===== config.mk =====
export PLATFORM = sky130hd
export DESIGN_NAME = sat_counter
export DESIGN_NICKNAME = d
export VERILOG_FILES = /design/src/rtl/output_checker_sat_counter.sv
export SDC_FILE = /design/constraint.sdc
export NUM_CORES = 1
export LEC_CHECK = 0
export ABC_AREA = 1
export CAP_MARGIN = 20
export CORE_MARGIN = 10
export CORE_UTILIZATION = 35
export CTS_BUF_LIST = sky130_fd_sc_hd__clkbuf_2
export CTS_CLUSTER_DIAMETER = 80
export DETAILED_ROUTE_END_ITERATION = 16
export DONT_BUFFER_PORTS = 1
export PLACE_DENSITY = 0.57
export SLEW_MARGIN = 15
export SYNTH_ARGS = -nofsm -noshare
export SYNTH_HDL_FRONTEND = slang
export SYNTH_SLANG_ARGS = --single-unit

===== constraint.sdc =====
create_clock -name clk -period 2.1 [get_ports clk]
set_clock_uncertainty 0.2 [all_clocks]
set_input_delay 0.525 -clock clk [delete_from_list [all_inputs] [get_ports clk]]
set_output_delay 0.525 -clock clk [all_outputs]
set_load 0.05 [all_outputs]

===== src/rtl/output_checker_sat_counter.sv =====
// Up-counter that sticks at its all-ones value instead of wrapping.
module sat_counter #(
  parameter int W = 16
) (
  input  logic         clk,
  input  logic         reset_bar,
  input  logic         inc,
  output logic [W-1:0] q
);

  localparam logic [W-1:0] CNT_MAX = {W{1'b1}};

  logic [W-1:0] cnt_q;

  always_ff @(posedge clk) begin
    if (!reset_bar) begin
      cnt_q <= {W{1'b0}};
    end else if (inc && (cnt_q != CNT_MAX)) begin
      cnt_q <= cnt_q + W'(1);
    end else begin
      cnt_q <= cnt_q;
    end
  end

  assign q = cnt_q;

endmodule


---- Word-level counts from Yosys, hierarchy flattened ----
Index checks and enable logic that the tools add are counted.
Widths: inputs -> output; s select.
word-level totals
  flip-flop bits (word level) ............. 16
  word-level logic and storage cells ...... 4
  input bits .............................. 3
  output and inout bits ................... 16
operators by class
  add/sub/neg operators ................... 1
  reduce and logical (&&, ||, !) cells .... 1
  eq/ne operators ......................... 1
operators with widths
  operator               number
  $add 16x1->16 const B  1
  $ne 16x16->1 const B   1
  $logic_and 1x1->1      1

---- Depth between registers and ports, before layout ----
Gate-level depths: netlist of the first run.
  depth in word-level cells ............... 2
  depth in mapped cells ................... 9
  mapped depth without buffers ............ 9

---- Worst setup path after synthesis of the first run ----
No wires, ideal clock.
  path kind ............................... register to register
  start point ............................. register cnt_q[0], in the netlist q[0]
  end point ............................... register cnt_q[0], in the netlist q[0]
  arrival ................................. 1.578 ns
  slack ................................... 0.207 ns
  data required time ...................... 1.785 ns
  setup time .............................. 0.115 ns
  period minus slack after synthesis ...... 1.893 ns
  stages on the path, launching flop included .. 9
  buffers on the path ..................... 0
  cell sequence ........................... dfxtp_1 > ha_1 > inv_1 > nor2_4 > nand2_4 > nor2_8 > nor2_4 > nor2_1 > nor2_1
on the way
  cells in the longest elaborated chain, start to end .. 2
  elaborated cells between the ends (all ways) .. 3
  classes of those cells .................. add/sub: 1; eq/ne: 1; reduce/logical: 1
RTL lines
  item                                                   RTL line  source
  start: declaration                                     13        logic [W-1:0] cnt_q;
  start signal: assignment                               17        cnt_q <= {W{1'b0}};
  start signal: assignment                               19        cnt_q <= cnt_q + W'(1);
  start signal: assignment                               21        cnt_q <= cnt_q;
  branches (longest 2 deep; another with $add 16x1->16)  --
Parallel ways; which one is timed is not known.
A chain may end at the register's enable or synchronous reset.

---- Worst setup path in the final report of the first run ----
  start point ............................. register cnt_q[3], in the netlist q[3]
  end point ............................... output q[3]
RTL lines
  item              RTL line  source
  end: declaration  8         output logic [W-1:0] q
No word-level cell between the ends.

==> results of run 1 <==
==> cell usage after synthesis, types with 2 or more instances <==
cell type   n
a21oi_1     7
nand2_4     2
nor2_1     35
nand3_1    12
nor2_2      7
dfxtp_1    16
nor2_4      5
nand2_2     4
nand4_1     2
nand2_1    42
inv_1       9
==> power by group <==
| part | leakage [nW] | switching [W] | internal [W] |
|---|---|---|---|
| clock network | 0.0140 | 0.0000993 | 0.0000414 |
| logic | 0.374 | 0.0000271 | 0.0000138 |
| registers | 0.129 | 0.00000297 | 0.000308 |
==> cells by family (layout without fill, tap and decap cells) <==
logic type / count (synthesis) / in the layout / synth area share, %
AO/OA/AOI/OAI: 7 / 7 / 3.52
flip-flops: 16 / 16 / 32.2
buffers and inverters: 12 / 29 / 7.54
AND/OR/NAND/NOR: 113 / 113 / 55.5
adder cells (fa/ha/maj): 1 / 1 / 1.26
==> final timing paths <==
path,startpoint,end,depth (start not counted)
hold reg to reg,q[7],q[7],2
setup reg to reg,q[1],q[12],8
setup / recovery,q[3],q[3],1
hold / removal,reset_bar,q[9],2
==> metrics by stage <==
stage / total power, W / hold slack [ns]
floorplan: 0.000361 / 0.524
global placement: 0.000357 / 0.329
detailed placement: 0.000358 / 0.342
CTS: 0.000502 / 0.110
global route: 0.000516 / 0.0965
finish: 0.000492 / 0.132
==> worst register-to-register path, delay by kind of cell (launching register included) <==
family	cells	cell delay, ns
adder cells (fa/ha/maj)	1	0.17
buffers and inverters	1	0.06
flip-flops	1	0.39
AND/OR/NAND/NOR	6	0.67
==> final cells by class <==
cell class                 count  area share (%)
sequential                    16            28.3
multi-input combinational    121            53.0
timing repair buffer          16            10.6
tap                           31            3.43
clock buffer                   3            1.33
clock inverter                 1           0.331
inverter                       9            2.98
==> layer usage <==
| layer | vias up | part of all wire, % |
|---|---|---|
| met5 | - | 0 |
| met4 | 0 | 0.62 |
| met3 | 2 | 7.8 |
| met2 | 17 | 47 |
| met1 | 408 | 45 |
| li1 | 502 | - |
==> impl_results.md, run 1 <==
* Antenna violations before repair at 0
* DRC at 0
* CP endpoint kind: output port
* Post-synth EDFFs at 0
* DIE HEIGHT at 73.3 um
* Row count at 19
* Num CTS Buffers at 3
* Power Dens Cells at 435 nW/um^2
* Storage element area at 320 sq um
* Ys async rst share at 0%
* CP max stage delay at 0.44 ns
* Met1 GRT Util at 9.91%
* Critical Path Start Type: flip-flop
* Initial core utilization at 36.4%
* Synth Instances at 149
* ANT nets after route at 0
* Fin area at 1130 sq um
* Area of the multi-input gates at 601 sq um
* Final HPWL DP at 1840 um
* Core ar. at 2730 sq um
* Commonest non-fill, non-tap cell in the layout: nand2_1
* Worst setup margin at 0.413 ns
* Antenna diodes at 0
* Clk Latency, worst-skew pair at 0.29 ns
* Mean Syn Cell Area at 6.68 sq um
* Leak at 0.517 nW
* Hold Buf Count CTS at 0
* Synth area leaders: dfxtp_1, nand2_1, nor2_1
* Register-to-register setup slack at 0.52 ns
* Drt first pass iters at 4
* Initial DRC count at 21
* First-pass GRT wire length at 3830 um
* Worst path required time at 1.37 ns
* Drt wl/cell at 11.4 um
* Number of global-route vias before repair at 910
* Clock sinks at 16
* CTS Buffer Depth at 2
* PortBufs at 0
* Max IR drop VDD at 357 uV
* Layout Cells excl Fill at 197
* GRT busiest layer: met2
* Tightest Hold Check Type: input port to flip-flop
* Share of the synthesized area in the top cell type at 32.2%
* Vias per inst at 4.72
* Fin util at 41.4%
* M2 GR Usage at 14.3%
* Worst Tran Pin Value at 0.221 ns
* Setup TNS Final at 0 ns
* Ports at 19
* Outcome: finished clean
* # resized after CTS at 0
* Max Freq at 593 MHz
* RSZ-0062 raised after global routing: false
* Total number of vias at 929
* Fraction of final layout cells sized beyond drive strength 1 at 23.5%
* Synth cell types at 19
* FF+latch count, synth at 16
* GRT Overall Usage at 8.85%
* Final critical-path required period at 1.69 ns
* Seq/Total Area, Yosys at 32.2%
* H-tree lvl count at 1
* Area grow syn2layout at 13.7%
* CTS root buf: clkbuf_2
* Post-CTS setup buffers at 0
* Max-slew violations at 0
* Global placer's final weighted congestion at 0.842
* Post-synth net total at 153
* Family with the most delay on the worst path: flip-flops
* Final net count at 171
* Synth warn at 0
* Clock slew at reported path FFs at 0.16 ns
* Final period util at 80.3%
* Post-DP Area at 1110 sq um
* Largest register FFs at 16
* CP Buf/Inv Count at 1
* Main synth FF type: dfxtp_1
* GRT met3 Usage at 3.23%
* Post-Syn Area at 996 sq um
* Post-synth top area cell: dfxtp_1
* Most frequent cells in the layout: nand2_1, nor2_1, buf_4, dfxtp_1, nand3_1
* Final setup fails at 0
* CP Max Fanout at 5
* Die ar. at 5380 sq um
* Rel. slew slack at 85.2%
* Hold Fails Final Rpt at 0
* Grt total ovfl at 0
* Crit-path slowest cell: dfxtp_1
* Crit-path cells: buf_4
* Place WS at 0.546 ns
* Largest net degree at the start of global routing at 17
* Die Wd at 73.3 um
* DP Cell Count at 193
* Detailed Route WL at 2250 um
* Worst path arrival time at 0.96 ns
* Fill cells at 287
* Crit Path Category: flip-flop to output port
* CTS tree: yes
* Max-cap viol count at 0
(Power assumes the default switching activity.)
==> run 2, diff against run 1 <==
==> constraint.sdc (replaced) <==
create_clock -name clk -period 1.65 [get_ports clk]
set_clock_uncertainty 0.2 [all_clocks]
set_input_delay 0.4125 -clock clk [delete_from_list [all_inputs] [get_ports clk]]
set_output_delay 0.4125 -clock clk [all_outputs]
set_load 0.05 [all_outputs]
==> run 2 against run 1 <==
Sequential power grew 27%. Flip-flop and latch count stayed put. Non-clock buffer count grew 2. Wire length up 9.8%. Clock-buffer cell count unchanged. Total power up 31%. Via count grew 0.97%. Critical path depth increased by 8. Combinational power up 58%. Critical path type is now flip-flop to flip-flop.
==> impl_results.md, run 2 (synthesis results as in run 1) <==
* Outcome: finished clean
* Num CTS Buffers at 3
* Leak at 0.534 nW
* PortBufs at 0
* Most frequent cells in the layout: nand2_1, nor2_1, buf_4, dfxtp_2, nand3_1
* Grt total ovfl at 0
* Fill cells at 277
* Row count at 19
* Fin area at 1190 sq um
* Max Freq at 648 MHz
* Final critical-path required period at 1.54 ns
* Vias per inst at 4.71
* GRT Overall Usage at 9.58%
* Detailed Route WL at 2470 um
* Total power at 0.000645 W
* CTS Buffer Depth at 2
* Hold Startpoint: inc
* DIE HEIGHT at 73.3 um
* R2R depth at 9
* Max-slew violations at 0
* Global placer's final weighted congestion at 0.795
* First-pass GRT wire length at 4190 um
* Setup TNS Final at 0 ns
* Core ar. at 2730 sq um
* Register-to-register setup slack at 0.11 ns
* Max IR drop VDD at 406 uV
* Worst path required time at 1.70 ns
* Rel. slew slack at 61.2%
* Commonest non-fill, non-tap cell in the layout: nand2_1
* Antenna diodes at 0
* Max-cap viol count at 0
* Hold endpoint: q[4]
* RSZ-0062 raised after global routing: false
* DRC at 0
* Critical Path Start Type: flip-flop
* Critical path's most frequent cell: nand2_1
* Fin util at 43.7%
* CTS root buf: clkbuf_2
* Area grow syn2layout at 20.0%
* Crit Path Category: flip-flop to flip-flop
* Area of the multi-input gates at 618 sq um
* Ports at 19
* Final period util at 93.5%
* ANT nets after route at 0
* Final Hold Slack at 0.150 ns
* Crit-path cells: ha_4 > inv_1 > nor2_4 > nand2_4 > nor2_8 > nor2_2 > nand2_1 > nand2_1 > nor2_1
* Clock sinks at 16
* R2r startpoint: q[0]
* Worst path arrival time at 1.59 ns
* Final net count at 173
* Power Dens Cells at 540 nW/um^2
* Reg2reg end: q[3]
* CP endpoint kind: flip-flop
* Clock slew at reported path FFs at 0.16 ns
* Hold Fails Final Rpt at 0
* Worst Tran Pin Value at 0.581 ns
* Initial DRC count at 38
* Antenna violations before repair at 0
* Post-DP Area at 1140 sq um
* Hold path depth at 4
* Fraction of final layout cells sized beyond drive strength 1 at 33.3%
* CP Buf/Inv Count at 1
* CP max stage delay at 0.40 ns
* Die Wd at 73.3 um
* Crit-path slowest cell: dfxtp_4
* Drt first pass iters at 2
* Tightest Hold Check Type: input port to flip-flop
* Final HPWL DP at 1950 um
* Family with the most delay on the worst path: simple AND/OR/NAND/NOR gates
* Storage element area at 345 sq um
* Drt wl/cell at 12.4 um
* Clk Latency, worst-skew pair at 0.30 ns
* Number of global-route vias before repair at 933
* Largest register FFs at 16
* CP Max Fanout at 7
* H-tree lvl count at 1
* Post-CTS setup buffers at 0
* Largest net degree at the start of global routing at 16
* Final setup fails at 0
* Die ar. at 5380 sq um
* CTS tree: yes
* Initial core utilization at 36.4%
* Total number of vias at 938
-- run 2: changes by cell type in the layout (fill, tap and decap cells not counted) --
cell,before,now
dfxtp_1,16,0
ha_1,1,0
nor2_4,5,6
dlygate4sd3_1,0,2
dfxtp_4,0,2
dfxtp_2,0,14
nor2_2,7,6
ha_4,0,1
-- run 2: cell type report --
type | count | area share (%)
clock buffers | 3 | 1.26
clock inverters | 1 | 0.314
inverters | 9 | 2.83
multi-input cells | 121 | 51.7
flip-flops and latches | 16 | 28.9
well taps | 31 | 3.25
repair buffers | 18 | 11.7
-- run 2: worst max-delay path by stage --
stage          start    end  slack, ns  cells past startpoint
5_1_grt         q[0]   q[3]      0.004                      9
3_5_place_dp    q[0]  q[12]       0.09                      8
4_1_cts         q[0]   q[3]       0.04                      9
3_3_place_gp    q[0]  q[12]       0.12                      8
6_report        q[0]   q[3]       0.11                      9
2_1_floorplan   q[0]   q[2]       0.06                      8
-- run 2: worst min-delay path, cell delays in order --
cell and delay (ns):
nand2_1 0.05, nor2_2 0.04, nor2_1 0.07, nor2_1 0.05
-- run 2: metal layers --
| metal | vias up | part of all wire (%) | wire (um) | GRT usage (%) |
|---|---|---|---|---|
| li1 | 503 | - | - | - |
| met3 | 2 | 6.4 | 159 | 4.44 |
| met1 | 421 | 43 | 1050 | 9.98 |
| met5 | - | 0 | 0 | 0 |
| met2 | 12 | 50 | 1240 | 16.9 |
| met4 | 0 | 0.65 | 16 | 2.48 |
-- run 2: repair_timing --
item,in CTS,in global routing
gates resized for setup,0,3
endpoints found under the hold margin,15,0
setup endpoints to repair,0,15
hold buffers,2,0
-- run 2: per-stage QoR --
stage                     instances  setup WS [ns]
after floorplan                 149         0.0588
after global placement          193          0.119
after detailed placement        193         0.0874
after CTS                       199         0.0376
after global routing            199        0.00414
final                           199          0.107
-- run 2: where the power goes --
group / leakage, nW / internal (W) / total (W) / switching [W]
combinational: 0.382 / 0.0000219 / 0.0000646 / 0.0000427
sequential: 0.138 / 0.000391 / 0.000396 / 0.00000566
clock: 0.0140 / 0.0000527 / 0.000184 / 0.000132
